--- src/rtl/cam_frame_writer_pkg.sv ---
// cam_frame_writer_pkg
//   Types and constants shared by the camera capture path and the VGA reader.
//   - Frame geometry of the 320x240 buffer and the 2x VGA upscale.
//   - RGB565 byte-pair to RGB444 bit-slice positions.
//   - Capture FSM state encoding.
//   No ports.
package cam_frame_writer_pkg;

   // Frame buffer geometry; the VGA controller scales it by VGA_SCALE.
   localparam int unsigned H_PIX_DEF    = 320;
   localparam int unsigned V_PIX_DEF    = 240;
   localparam int unsigned FRAME_PIXELS = H_PIX_DEF * V_PIX_DEF;
   localparam int unsigned VGA_SCALE    = 2;
   localparam int unsigned VGA_H_PIX    = H_PIX_DEF * VGA_SCALE;
   localparam int unsigned VGA_V_PIX    = V_PIX_DEF * VGA_SCALE;
   localparam int unsigned ADDR_W_DEF   = 19;

   // RGB565 arrives as hi = {R[4:0], G[5:3]}, lo = {G[2:0], B[4:0]}.
   // The top 4 bits of each channel are kept.
   localparam int unsigned HI_R_MSB = 7;
   localparam int unsigned HI_R_LSB = 4;
   localparam int unsigned HI_G_MSB = 2;
   localparam int unsigned HI_G_LSB = 0;
   localparam int unsigned LO_G_BIT = 7;
   localparam int unsigned LO_B_MSB = 4;
   localparam int unsigned LO_B_LSB = 1;
   // Bits of the hi byte that are retained: {R[3:0], G[3:1]}.
   localparam int unsigned HI_KEEP_W = 7;

   typedef enum logic [1:0] {
      S_SYNC    = 2'd0,
      S_BLANK   = 2'd1,
      S_CAPTURE = 2'd2
   } state_e;

   function automatic logic [11:0] pack_rgb444(input logic [3:0] r,
                                               input logic [3:0] g,
                                               input logic [3:0] b);
      return {r, g, b};
   endfunction

endpackage

--- src/rtl/cam_frame_writer_if.sv ---
// cam_frame_writer_if
//   Bundles the camera stream, the capture enable, the BRAM write port and
//   the frame status signals of cam_frame_writer.
//   slave  : view of the capture block (consumes camera, drives BRAM/status).
//   master : view of the surrounding system (drives camera, consumes BRAM/status).
interface cam_frame_writer_if
   import cam_frame_writer_pkg::*;
#(
   parameter int unsigned ADDR_W = ADDR_W_DEF
) ();

   logic              cam_vsync;
   logic              cam_href;
   logic [7:0]        cam_data;
   logic              capture_en;
   logic              wr_en;
   logic [ADDR_W-1:0] wr_addr;
   logic [11:0]       wr_data;
   logic              frame_done;
   logic              frame_err;
   logic              busy;

   modport slave (
      input  cam_vsync, cam_href, cam_data, capture_en,
      output wr_en, wr_addr, wr_data, frame_done, frame_err, busy
   );

   modport master (
      output cam_vsync, cam_href, cam_data, capture_en,
      input  wr_en, wr_addr, wr_data, frame_done, frame_err, busy
   );

endinterface

--- src/rtl/cam_sync_edge.sv ---
// cam_sync_edge
//   Registers the camera inputs once and detects edges of the active level
//   of vsync.
//   clk25, rstn_clk25 : clock, asynchronous active-low reset
//   vsync_i, href_i, data_i, cap_en_i : raw inputs
//   href_o, data_o, cap_en_o : registered copies
//   vs_rise_o, vs_fall_o : single-cycle edges of the active vsync level
module cam_sync_edge
   import cam_frame_writer_pkg::*;
#(
   parameter bit VSYNC_ACTIVE_HIGH = 1'b1
) (
   input  logic       clk25,
   input  logic       rstn_clk25,
   input  logic       vsync_i,
   input  logic       href_i,
   input  logic [7:0] data_i,
   input  logic       cap_en_i,
   output logic       href_o,
   output logic [7:0] data_o,
   output logic       cap_en_o,
   output logic       vs_rise_o,
   output logic       vs_fall_o
);

   logic       vs_act_q;
   logic       vs_prev_q;
   logic       href_q;
   logic [7:0] data_q;
   logic       cap_en_q;

   // vs_act is normalised so that 1 always means vertical blanking.
   always_ff @(posedge clk25 or negedge rstn_clk25) begin
      if (!rstn_clk25) begin
         vs_act_q  <= 1'b0;
         vs_prev_q <= 1'b0;
         href_q    <= 1'b0;
         data_q    <= 8'h00;
         cap_en_q  <= 1'b0;
      end else begin
         vs_act_q  <= vsync_i ~^ VSYNC_ACTIVE_HIGH;
         vs_prev_q <= vs_act_q;
         href_q    <= href_i;
         data_q    <= data_i;
         cap_en_q  <= cap_en_i;
      end
   end

   assign href_o    = href_q;
   assign data_o    = data_q;
   assign cap_en_o  = cap_en_q;
   assign vs_rise_o = vs_act_q & ~vs_prev_q;
   assign vs_fall_o = ~vs_act_q & vs_prev_q;

endmodule

--- src/rtl/cam_frame_writer.sv ---
// cam_frame_writer
//   Captures an 8-bit RGB565 camera stream (two bytes per pixel, vsync/href
//   framing) into a H_PIX x V_PIX RGB444 frame buffer, writing addresses
//   0..H_PIX*V_PIX-1 in order. Whole frames are gated by capture_en, which is
//   sampled only at the start of the active frame.
//   clk25, rstn_clk25 : clock, asynchronous active-low reset
//   bus (slave)       : camera inputs, capture_en, BRAM write port
//                       (wr_en/wr_addr/wr_data), frame_done, frame_err, busy
module cam_frame_writer
   import cam_frame_writer_pkg::*;
#(
   parameter int unsigned H_PIX             = H_PIX_DEF,
   parameter int unsigned V_PIX             = V_PIX_DEF,
   parameter int unsigned ADDR_W            = ADDR_W_DEF,
   parameter bit          VSYNC_ACTIVE_HIGH = 1'b1
) (
   input  logic              clk25,
   input  logic              rstn_clk25,
   cam_frame_writer_if.slave bus
);

   localparam logic [ADDR_W-1:0] FRAME_CNT = ADDR_W'(H_PIX * V_PIX);

   logic       href;
   logic [7:0] data;
   logic       cap_en;
   logic       vs_rise;
   logic       vs_fall;

   cam_sync_edge #(
      .VSYNC_ACTIVE_HIGH(VSYNC_ACTIVE_HIGH)
   ) u_sync (
      .clk25     (clk25),
      .rstn_clk25(rstn_clk25),
      .vsync_i   (bus.cam_vsync),
      .href_i    (bus.cam_href),
      .data_i    (bus.cam_data),
      .cap_en_i  (bus.capture_en),
      .href_o    (href),
      .data_o    (data),
      .cap_en_o  (cap_en),
      .vs_rise_o (vs_rise),
      .vs_fall_o (vs_fall)
   );

   state_e                 state_q, state_d;
   logic [ADDR_W-1:0]      pix_cnt_q, pix_cnt_d;
   logic                   phase_q, phase_d;
   logic [HI_KEEP_W-1:0]   hi_q, hi_d;
   logic                   ovf_q, ovf_d;
   logic                   wr_en_q, wr_en_d;
   logic [ADDR_W-1:0]      wr_addr_q, wr_addr_d;
   logic [11:0]            wr_data_q, wr_data_d;
   logic                   frame_done_q, frame_done_d;
   logic                   frame_err_q, frame_err_d;

   always_comb begin
      state_d      = state_q;
      pix_cnt_d    = pix_cnt_q;
      phase_d      = phase_q;
      hi_d         = hi_q;
      ovf_d        = ovf_q;
      wr_en_d      = 1'b0;
      wr_addr_d    = wr_addr_q;
      wr_data_d    = wr_data_q;
      frame_done_d = 1'b0;
      frame_err_d  = frame_err_q;

      unique case (state_q)
         // Wait for a clean frame boundary so a partial frame is never stored.
         S_SYNC: begin
            phase_d = 1'b0;
            if (vs_rise) begin
               state_d = S_BLANK;
            end
         end

         S_BLANK: begin
            phase_d = 1'b0;
            if (vs_fall && cap_en) begin
               pix_cnt_d = '0;
               ovf_d     = 1'b0;
               state_d   = S_CAPTURE;
            end
         end

         S_CAPTURE: begin
            if (href) begin
               phase_d = ~phase_q;
               if (!phase_q) begin
                  hi_d = {data[HI_R_MSB:HI_R_LSB], data[HI_G_MSB:HI_G_LSB]};
               end else if (pix_cnt_q < FRAME_CNT) begin
                  wr_en_d   = 1'b1;
                  wr_addr_d = pix_cnt_q;
                  wr_data_d = pack_rgb444(hi_q[6:3], {hi_q[2:0], data[LO_G_BIT]},
                                          data[LO_B_MSB:LO_B_LSB]);
                  pix_cnt_d = pix_cnt_q + ADDR_W'(1);
               end else begin
                  // Frame too long: hold the address, remember the overrun.
                  ovf_d = 1'b1;
               end
            end else begin
               // An odd trailing byte on a line is discarded.
               phase_d = 1'b0;
            end

            // A pixel completing in this cycle is still counted above.
            if (vs_rise) begin
               state_d      = S_BLANK;
               frame_done_d = 1'b1;
               frame_err_d  = (pix_cnt_d != FRAME_CNT) | ovf_d;
            end
         end

         default: begin
            state_d = S_SYNC;
         end
      endcase
   end

   always_ff @(posedge clk25 or negedge rstn_clk25) begin
      if (!rstn_clk25) begin
         state_q      <= S_SYNC;
         pix_cnt_q    <= '0;
         phase_q      <= 1'b0;
         hi_q         <= '0;
         ovf_q        <= 1'b0;
         wr_en_q      <= 1'b0;
         wr_addr_q    <= '0;
         wr_data_q    <= 12'h000;
         frame_done_q <= 1'b0;
         frame_err_q  <= 1'b0;
      end else begin
         state_q      <= state_d;
         pix_cnt_q    <= pix_cnt_d;
         phase_q      <= phase_d;
         hi_q         <= hi_d;
         ovf_q        <= ovf_d;
         wr_en_q      <= wr_en_d;
         wr_addr_q    <= wr_addr_d;
         wr_data_q    <= wr_data_d;
         frame_done_q <= frame_done_d;
         frame_err_q  <= frame_err_d;
      end
   end

   assign bus.wr_en      = wr_en_q;
   assign bus.wr_addr    = wr_addr_q;
   assign bus.wr_data    = wr_data_q;
   assign bus.frame_done = frame_done_q;
   assign bus.frame_err  = frame_err_q;
   assign bus.busy       = (state_q == S_CAPTURE);

endmodule

--- src/flat_wrapper.sv ---
// flat-port wrapper written by rule: the top's interface ports become plain ports
module cam_frame_writer_flat import cam_frame_writer_pkg::*;
#(
   parameter int unsigned H_PIX             = H_PIX_DEF,
   parameter int unsigned V_PIX             = V_PIX_DEF,
   parameter int unsigned ADDR_W            = ADDR_W_DEF,
   parameter bit          VSYNC_ACTIVE_HIGH = 1'b1
)
  (clk25, rstn_clk25, bus_cam_vsync, bus_cam_href, bus_cam_data, bus_capture_en, bus_wr_en, bus_wr_addr, bus_wr_data, bus_frame_done, bus_frame_err, bus_busy);
  cam_frame_writer_if #(.ADDR_W(ADDR_W)) bus_i ();
  input  logic clk25;
  input  logic rstn_clk25;
  input wire logic [$bits(bus_i.cam_vsync)-1:0] bus_cam_vsync;
  input wire logic [$bits(bus_i.cam_href)-1:0] bus_cam_href;
  input wire logic [$bits(bus_i.cam_data)-1:0] bus_cam_data;
  input wire logic [$bits(bus_i.capture_en)-1:0] bus_capture_en;
  output wire logic [$bits(bus_i.wr_en)-1:0] bus_wr_en;
  output wire logic [$bits(bus_i.wr_addr)-1:0] bus_wr_addr;
  output wire logic [$bits(bus_i.wr_data)-1:0] bus_wr_data;
  output wire logic [$bits(bus_i.frame_done)-1:0] bus_frame_done;
  output wire logic [$bits(bus_i.frame_err)-1:0] bus_frame_err;
  output wire logic [$bits(bus_i.busy)-1:0] bus_busy;
  assign bus_i.cam_vsync = bus_cam_vsync;
  assign bus_i.cam_href = bus_cam_href;
  assign bus_i.cam_data = bus_cam_data;
  assign bus_i.capture_en = bus_capture_en;
  assign bus_wr_en = bus_i.wr_en;
  assign bus_wr_addr = bus_i.wr_addr;
  assign bus_wr_data = bus_i.wr_data;
  assign bus_frame_done = bus_i.frame_done;
  assign bus_frame_err = bus_i.frame_err;
  assign bus_busy = bus_i.busy;
  cam_frame_writer #(.H_PIX(H_PIX), .V_PIX(V_PIX), .ADDR_W(ADDR_W), .VSYNC_ACTIVE_HIGH(VSYNC_ACTIVE_HIGH)) u_core (.clk25(clk25), .rstn_clk25(rstn_clk25), .bus(bus_i));
endmodule
--- config.mk ---
export PLATFORM = sky130hd
export DESIGN_NAME = cam_frame_writer_flat
export DESIGN_NICKNAME = d
export VERILOG_FILES = /design/src/rtl/cam_frame_writer_pkg.sv /design/src/rtl/cam_frame_writer_if.sv /design/src/rtl/cam_sync_edge.sv /design/src/rtl/cam_frame_writer.sv /design/src/flat_wrapper.sv
export SDC_FILE = /design/constraint.sdc
export NUM_CORES = 1
export LEC_CHECK = 0
export ABC_CLOCK_PERIOD_IN_PS = 2029
export CELL_PAD_IN_SITES_DETAIL_PLACEMENT = 1
export CELL_PAD_IN_SITES_GLOBAL_PLACEMENT = 1
export CORE_ASPECT_RATIO = 1.2
export CORE_MARGIN = 2
export CORE_UTILIZATION = 39
export CTS_CLUSTER_DIAMETER = 50
export DETAILED_ROUTE_END_ITERATION = 8
export PLACE_DENSITY = 0.83
export SLEW_MARGIN = 20
export SYNTH_ARGS = -nofsm -noshare
export SYNTH_HDL_FRONTEND = slang
export SYNTH_SLANG_ARGS = --single-unit
--- constraint.sdc ---
create_clock -name clk25 -period 2.03 [get_ports clk25]
set_input_delay 0.406 -clock clk25 [delete_from_list [all_inputs] [get_ports clk25]]
set_output_delay 0.406 -clock clk25 [all_outputs]
set_load 0.05 [all_outputs]
# Word level (Yosys, flattened, before mapping)
# Index checks and enable logic that the tools add are counted.
# Widths: inputs -> output; s select.
[op_classes]
add_sub_neg = 1
magnitude_cmp = 1
eq_ne = 5
n_mux = 23
n_bitwise = 6
n_reduce_logical = 11
[ops]
columns = ["operator", "count"]
rows = [
  ["$mux 19", 5],
  ["$pmux 19 s2", 1],
  ["$add 19x1->19 const B", 1],
  ["$lt 19x17->1 const B", 1],
  ["$ne 19x17->1 const B", 1],
  ["$mux 1", 12],
  ["$reduce_and 2->1", 3],
  ["$mux 2", 2],
  ["$ne 2x1->1 const B", 2],
  ["$pmux 1 s2", 2],
  ["$pmux 2 s2", 1],
  ["$reduce_and 4->1", 1],
  ["$reduce_bool 2->1", 2],
  ["$reduce_or 2->1", 2],
  ["$not 1->1", 3],
  ["$reduce_and 3->1", 1],
  ["$and 1x1->1", 2],
  ["$eq 2x1->1 const B", 1],
  ["$eq 2x2->1 const B", 1],
  ["$logic_not 2->1", 1],
  ["$logic_and 1x1->1", 1],
  ["$or 1x1->1", 1],
]
[totals]
regBits = 76
inputBits = 13
output_inout_bits = 35
elab_cells = 62

# Logic depth before layout (Yosys ltp)
# Gate-level depths: netlist of the first run.
[logic_depth]
depth_word = 7
depth_mapped = 8
depth_no_buf = 7

# By module
# A second synthesis of the first run with hierarchy kept.
[hier_totals]
hier_cells = 287
area_unflattened_um2 = 3403.3
[by_module_without_submodules]
columns = ["mod", "instances", "cells_each", "area_each_um2", "seq_area_each_um2"]
rows = [
  ["cam_frame_writer", 1, 273, 3088.0, 1601.5],
  ["cam_sync_edge", 1, 14, 315.3, 300.3],
]

# Worst setup path after synthesis of the first run
# OpenSTA, ideal clock, no wires.
[synth_timing]
path_kind = "register to register"
from = "register u_core.pix_cnt_q[15]"
to = "register u_core.frame_err_q (netlist: u_core.bus.frame_err)"
setup_time_ns = 0.135
arrival_time_ns = 1.952
t_required_ns = 1.895
path_slack_ns = -0.057
stages_incl_launch_ff = 9
path_buffers = 2
period_less_slack_ns = 2.087
cell_sequence = "dfrtp_1 -> buf_2 -> a211oi_2 -> o2111ai_1 -> buf_4 -> nor3_2 -> mux2_1 -> o31ai_1 -> a31oi_1"
[synth_via]
elab_chain_len = 7
word_cells_on_any_way = 12
cone_classes = "add/sub (1); order compare (1); eq/ne (1); mux (8); bitwise (1)"
[synth_lines]
columns = ["element", "line_no", "rtl"]
rows = [
  ["start: declaration", "cam_frame_writer.sv:47", "logic [ADDR_W-1:0] pix_cnt_q, pix_cnt_d;"],
  ["start signal: assignment", "cam_frame_writer.sv:135", "pix_cnt_q <= pix_cnt_d;"],
  ["$add 19x1->19 or $lt 19x17->1 (tied branches)", "cam_frame_writer.sv:97, cam_frame_writer.sv:92", ""],
  ["$mux 19", "cam_frame_writer.sv:92", "end else if (pix_cnt_q < FRAME_CNT) begin"],
  ["$mux 19", "cam_frame_writer.sv:90", "if (!phase_q) begin"],
  ["$mux 19", "cam_frame_writer.sv:88", "if (href) begin"],
  ["$mux 19", "cam_frame_writer.sv:69", "unique case (state_q)"],
  ["$ne 19x17->1", "cam_frame_writer.sv:111", "frame_err_d = (pix_cnt_d != FRAME_CNT) | ovf_d;"],
  ["$or 1x1->1 (*)", "cam_frame_writer.sv:111", ""],
  ["end signal: assignment", "cam_frame_writer.sv:143", "frame_err_q <= frame_err_d;"],
  ["end: declaration", "cam_frame_writer.sv:55", "logic frame_err_q, frame_err_d;"],
]
# Mark *: on every way between the ends. The rest lies on a longest branch, timed or not. The select of a mux whose other input is x is not followed.
# A chain may end at the register's enable or synchronous reset.

# Worst setup path in the final report of the first run
[layout_timing]
from = "register u_core.pix_cnt_q[16]"
to = "register u_core.frame_err_q (netlist: u_core.bus.frame_err)"
# The elaborated chain is that of the path after synthesis.

==> metrics, run 1 <==
status complete, but fails checks; failing checks negative setup slack; dpl ws -0.1462 ns; Worst Setup Slack, final -0.2461 ns; post-route ant nets 0; cells along the critical path a211oi_2 -> o2111ai_2 -> nor3_2 -> nand4b_1 -> a2111oi_2 -> a31oi_1; worst slew margin relative to its limit 0.6428; Final Cycle Share 1.121; Syn Std Cell Area 0.003467 sq mm; most frequent cell after synthesis dfrtp_1; Core Box Area 0.008611 sq mm; Critical Path Slowest Stage Cell dfrtp_1; detailed-route via count 3,099; initial antenna violation count 0; Crit Path Class flop to flop; syn_area_per_cell 11.44 sq um; LEAKAGE 2.262 nW; Primary FF master, synth dfrtp_1; CP required 2.25 ns; Power Density 641.7 mW/mm^2; Synth area leaders dfrtp_1 55%, mux2_2 11%, o21ai_0 3.6%; Async S/R FF share, synth 1.000; CTS max path bufs 2; final WL 12.02 mm; TritonCTS Buffers 9; FP Rows 37; post-synthesis sequential area ratio 0.5485; min cycle time layout 2.276 ns; fill count 923; synth cell count leaders 76 x dfrtp_1, 34 x mux2_2, 25 x o21ai_0; CP bufs+invs 0; largest net degree at the start of global routing 49; worst-path maximum fanout 3; CTS Root Cell clkbuf_8; Critical Path End Type flop; Hold/Removal Path Class input pin to flop; DP Wirelength 6.768 mm; vias in the first global route 3,235; Worst-path clk slew 0.09 ns; Die Y 107.3 microns; Max Transition Viols Final 0; Total Neg Setup Slack -4.703 ns; cell taking the most area after synthesis dfrtp_1; Gate Count Post-Synth 303; CTS tree done; Net Count, Synth 317; worst-margin pin slew 0.5341 ns; layout cell share with drive strength beyond 1 0.3953; Post-synth EDFFs 0; final weighted congestion in routability-driven placement 0.8725; clk_skew 0.01948 ns; Worst path max stage delay 0.42 ns; Area Growth Syn to Fin 46.59%; overall power 3.262 mW; Num Clock Sinks 76; clock latency on the worst-skew pair 0.36 ns; # diodes 0; Max Cap Viol 0; IO Count 48; Global Route Usage Sum 0.2178; DRC Markers 0; final instance area 0.005082 sq mm; Final Hold Viols 0; drt initial violations 156; fmax 439.3 MHz; Distinct cells, synth 55; Die X 90.07 microns; CP delay by family, top compound AO/OA/AOI/OAI gates; die area 0.009663 sq mm; DP Area 0.004429 sq mm; nets@finish 434; Yosys top cell area share 0.5485; RSZ-0062 raised after global routing true; Congestion Overflow GR 0; H-tree level count 3; FF+latch count, synth 76; peak supply drop 0.5779 mV; vias per cell 5.718; final setup violation count 44; drt pass-1 iters 4; yosys warns 0; arrival time worst endpoint 2.49 ns; Worst Setup Start Kind flop; first-pass GRT wire length 16.39 mm; Avg WL per Cell 22.18 microns; Initial Utilization 0.4026; IO buf count 47
flip-flops by register name, indices dropped and copies added (netlist names), 2 cells and up:
| name | count |
|---|---|
| u_core.bus.wr_addr | 19 |
| u_core.u_sync.data_o | 8 |
| u_core.pix_cnt_q | 19 |
| u_core.state_q | 2 |
| u_core.hi_q | 7 |
| u_core.bus.wr_data | 12 |
what timing repair did:
item / 4_1_cts / 5_1_grt
cloned: 0 / 3
hold buffers: 1 / 0
pin swaps: 3 / 13
buffers inserted: 6 / 18
endpoints found under the setup margin: 38 / 44
hold endpoints to repair: 28 / 0
resized for setup: 23 / 42
per-stage QoR:
| stage | std cells | util | hold WS, ns |
|---|---|---|---|
| global route | 542 | 0.5902 | 0.4703 |
| global placement | 500 | 0.5144 | 0.3529 |
| CTS | 523 | 0.5543 | 0.4733 |
| finish | 542 | 0.5902 | 0.4795 |
| floorplan | 303 | - | 0.1104 |
| detailed placement | 500 | 0.5144 | 0.3563 |
power by group:
group / internal, mW / switching [mW] / leakage (nW)
Combinational: 0.167 / 0.209 / 1.15
Sequential: 1.61 / 0.0580 / 1.02
Clock: 0.580 / 0.639 / 0.0935
area by class of cell:
cell class	count	area [sq um]	share of cell area
clock buffers	10	127.6	0.02511
clock inverters	6	71.32	0.01403
inverters	4	15.01	0.002954
multi-input cells	200	1585	0.3119
flip-flops and latches	76	1902	0.3742
well taps	117	146.4	0.02880
repair buffers	129	1235	0.2430
layer usage:
| metal | up-vias | global-route usage | wire length [microns] |
|---|---|---|---|
| li1 | 1324 | - | - |
| met1 | 1578 | 0.2353 | 4259 |
| met2 | 142 | 0.4017 | 6447 |
| met3 | 55 | 0.05602 | 643 |
| met4 | 0 | 0.09670 | 670 |
| met5 | - | 0 | 0 |
cell usage in the layout, fill, tap and decap left out, types with 3 or more instances in the layout:
cell and count:
a21oi_1 10, a31oi_1 3, and3_1 5, buf_12 3, buf_4 59, buf_6 17
clkbuf_8 9, clkdlybuf4s50_1 45, dfrtp_1 76, inv_1 3, mux2_2 32, mux2_4 5
nand2_1 17, nand3_1 10, nand4_1 5, nand4b_1 3, nor2_1 19, nor2b_1 9
nor3_1 4, nor3_4 3, o21ai_0 11, o21ai_1 11, o21ai_2 4, o31ai_1 4
final timing paths:
check                                       startpoint                 endpoint  slack (ns)  cells past startpoint
worst max register to register    u_core.pix_cnt_q[16]     u_core.bus.frame_err       -0.25                      6
worst max-delay path              u_core.pix_cnt_q[16]     u_core.bus.frame_err       -0.25                      6
max in group asynchronous                   rstn_clk25     u_core.pix_cnt_q[15]        0.93                      3
worst min register to register  u_core.u_sync.vs_act_q  u_core.u_sync.vs_prev_q        0.48                      0
worst min-delay path                   bus_cam_data[4]  u_core.u_sync.data_o[4]        0.48                      1
min in group asynchronous                   rstn_clk25    u_core.bus.wr_addr[5]        0.51                      2
cell families (layout without fill, tap and decap cells):
logic type | after synthesis | in the layout | synth area share
XOR/XNOR | 1 | 1 | 0.002527
AO/OA/AOI/OAI | 60 | 60 | 0.1075
AND/OR/NAND/NOR | 98 | 98 | 0.1714
multiplexers | 40 | 40 | 0.1292
flip-flops | 76 | 76 | 0.5485
adder cells (fa/ha/maj) | 1 | 1 | 0.003608
buffers and inverters | 27 | 149 | 0.03717
(Power assumes the default switching activity.)
==> inputs of run 2 (changes only) <==
--- a/config.mk
+++ b/config.mk
@@ -13,6 +13,7 @@
 export CORE_UTILIZATION = 39
 export CTS_CLUSTER_DIAMETER = 50
 export DETAILED_ROUTE_END_ITERATION = 8
+export GPL_TIMING_DRIVEN = 0
 export PLACE_DENSITY = 0.83
 export SLEW_MARGIN = 20
 export SYNTH_ARGS = -nofsm -noshare
==> run 2 against run 1 <==
  * The run still ends with negative setup slack left
  * Count of clock-buffer cells in the layout down 1
  * Utilization up 0.058 points
  * Maximum frequency down 6.1%
  * Worst setup slack worse by 0.15 ns
  * Global-route usage up 2.3 points
  * Highest routed layer unchanged
  * Total power up 8.4%
  * Largest power group unchanged
  * First-iteration DRC count up 8.3%
==> metrics, run 2 (same netlist as run 1, synthesis figures left out) <==
clock latency on the worst-skew pair 0.37 ns (about the same); Worst Setup Start Kind flop; Crit Path Class flop to flop; final core occ 0.5908 (about the same); TritonCTS Buffers 9 (unchanged); Final Hold Viols 0 (unchanged); Layout Cells excl Fill 507 (-6.5%); worst slew margin relative to its limit 0.5253 (-0.1175); failing checks negative setup slack; dpl ws -0.7173 ns (-0.5711 ns); R2R Path Start u_core.pix_cnt_q[5]; DP Area 0.004119 sq mm (-7.0%); largest net degree at the start of global routing 53 (+8.2%); Initial Utilization 0.4026 (unchanged); CP bufs+invs 0 (unchanged); Crit. Startpoint u_core.pix_cnt_q[5]; Max Transition Viols Final 0 (unchanged); WHS Endpoint u_core.u_sync.cap_en_o; Core Box Area 0.008611 sq mm (unchanged); fmax 412.5 MHz (-6.1%); detailed-route via count 2,894 (-6.6%); most frequent cells in the layout 69 x dfrtp_1, 44 x clkdlybuf4s50_1, 30 x mux2_4; Avg WL per Cell 24.09 microns (+8.6%); Power Density 695.1 mW/mm^2 (+8.3%); LEAKAGE 2.157 nW (-4.6%); post-route ant nets 0 (unchanged); CP delay by family, top simple AND/OR/NAND/NOR gates; Hold/Removal Path Class input pin to flop; status complete, but fails checks; worst-case reg-to-reg path depth 6 (unchanged); vias per cell 5.708 (-0.17%); final instance area 0.005087 sq mm (about the same); final setup violation count 45 (+2.3%); most common cell after layout, fill and taps aside dfrtp_1; reg2reg end u_core.bus.frame_err; final WL 12.21 mm (+1.6%); worst hold margin 0.4802 ns (+0.0006900 ns); hold path depth 1 (unchanged); initial antenna violation count 0 (unchanged); RSZ-0062 raised after global routing true; Global Route Usage Sum 0.2413 (+0.02346); final weighted congestion in routability-driven placement 0.8217 (-5.8%); arrival time worst endpoint 2.67 ns (+0.18 ns); drt initial violations 169 (+8.3%); Final Cycle Share 1.194 (+0.07295); Worst-path clk slew 0.09 ns (about the same); Worst path max stage delay 0.56 ns (+0.14 ns); clk_skew 0.01372 ns (-0.005758 ns); Critical Path End Type flop; worst-margin pin slew 0.7090 ns (+0.1748 ns); CP required 2.27 ns (+0.02 ns); CTS max path bufs 2 (unchanged); worst-path maximum fanout 10 (+7); drt pass-1 iters 4 (unchanged); H-tree level count 3 (unchanged); Congestion Overflow GR 0 (unchanged); DRC Markers 0 (unchanged); IO buf count 47 (unchanged); # diodes 0 (unchanged); HP Start bus_capture_en; Worst Setup Slack, final -0.3942 ns (-0.1481 ns); IO Count 48 (unchanged); DP Wirelength 6.058 mm (-10%); Die X 90.07 microns (unchanged); Area Growth Syn to Fin 46.73% (about the same); CTS Root Cell clkbuf_8; CTS tree done; dpl cells 468 (-6.4%); layout cell share with drive strength beyond 1 0.3769 (-0.01837); die area 0.009663 sq mm (unchanged); Die Y 107.3 microns (unchanged); Num Clock Sinks 76 (unchanged); nets@finish 399 (-8.1%); FP Rows 37 (unchanged); vias in the first global route 3,150 (-2.6%); Max Cap Viol 0 (unchanged); peak supply drop 0.9090 mV (+57%); Critical Path Slowest Stage Cell dfrtp_1; min cycle time layout 2.424 ns (+0.1481 ns); first-pass GRT wire length 17.64 mm (+7.6%); cells along the critical path nand4_1 -> nor4_4 -> nor4b_4 -> nor3_2 -> a2111oi_4 -> a31oi_1; R2R Setup Slk -0.39 ns (-0.15 ns)
run 2: worst max path at each step:
stage	endpoint	slack [ns]	depth (start not counted)
global route	u_core.bus.frame_err	-0.49	6
detailed placement	bus_busy	-0.72	5
finish	u_core.bus.frame_err	-0.39	6
CTS	u_core.bus.frame_err	-0.22	8
global placement	u_core.pix_cnt_q[11]	-2.05	1
floorplan	u_core.bus.frame_err	-0.007	8
run 2: where the power goes:
group | switching (mW) | internal, mW | leakage (nW)
Combinational | 0.211 | 0.158 | 1.03
Sequential | 0.0923 | 1.61 | 1.01
Clock | 0.638 | 0.827 | 0.122
run 2: layout make-up:
| cell class | count | area (sq um) |
|---|---|---|
| fill | 886 | 3523 |
| sequential | 76 | 1911 |
| multi-input combinational | 200 | 1778 |
| timing repair buffer | 78 | 844.6 |
| buffer | 16 | 146.4 |
| tap | 117 | 146.4 |
| clock buffer | 9 | 123.9 |
| clock inverter | 7 | 122.6 |
| inverter | 4 | 15.01 |
run 2: through the flow:
| step | TNS [ns] | total power [mW] |
|---|---|---|
| after floorplan | -0.09937 | 1.865 |
| after global placement | -168.76 | 1.983 |
| after detailed placement | -17.73 | 2.023 |
| after CTS | -5.059 | 3.500 |
| after global routing | -13.64 | 3.639 |
| final | -11.00 | 3.536 |
run 2: timing repair:
action	4_1_cts	5_1_grt
endpoints found under the hold margin	24	0
buffers inserted	12	13
endpoints found under the setup margin	52	59
pin swaps	13	18
gates cloned	2	2
hold buffers	1	0
gates resized for setup	81	62
run 2: per-layer routing:
| layer | wire length [microns] | track usage |
|---|---|---|
| met4 | 413 | 0.1055 |
| met1 | 4513 | 0.2739 |
| met2 | 6670 | 0.4409 |
| met3 | 614 | 0.04832 |
| met5 | 0 | 0 |
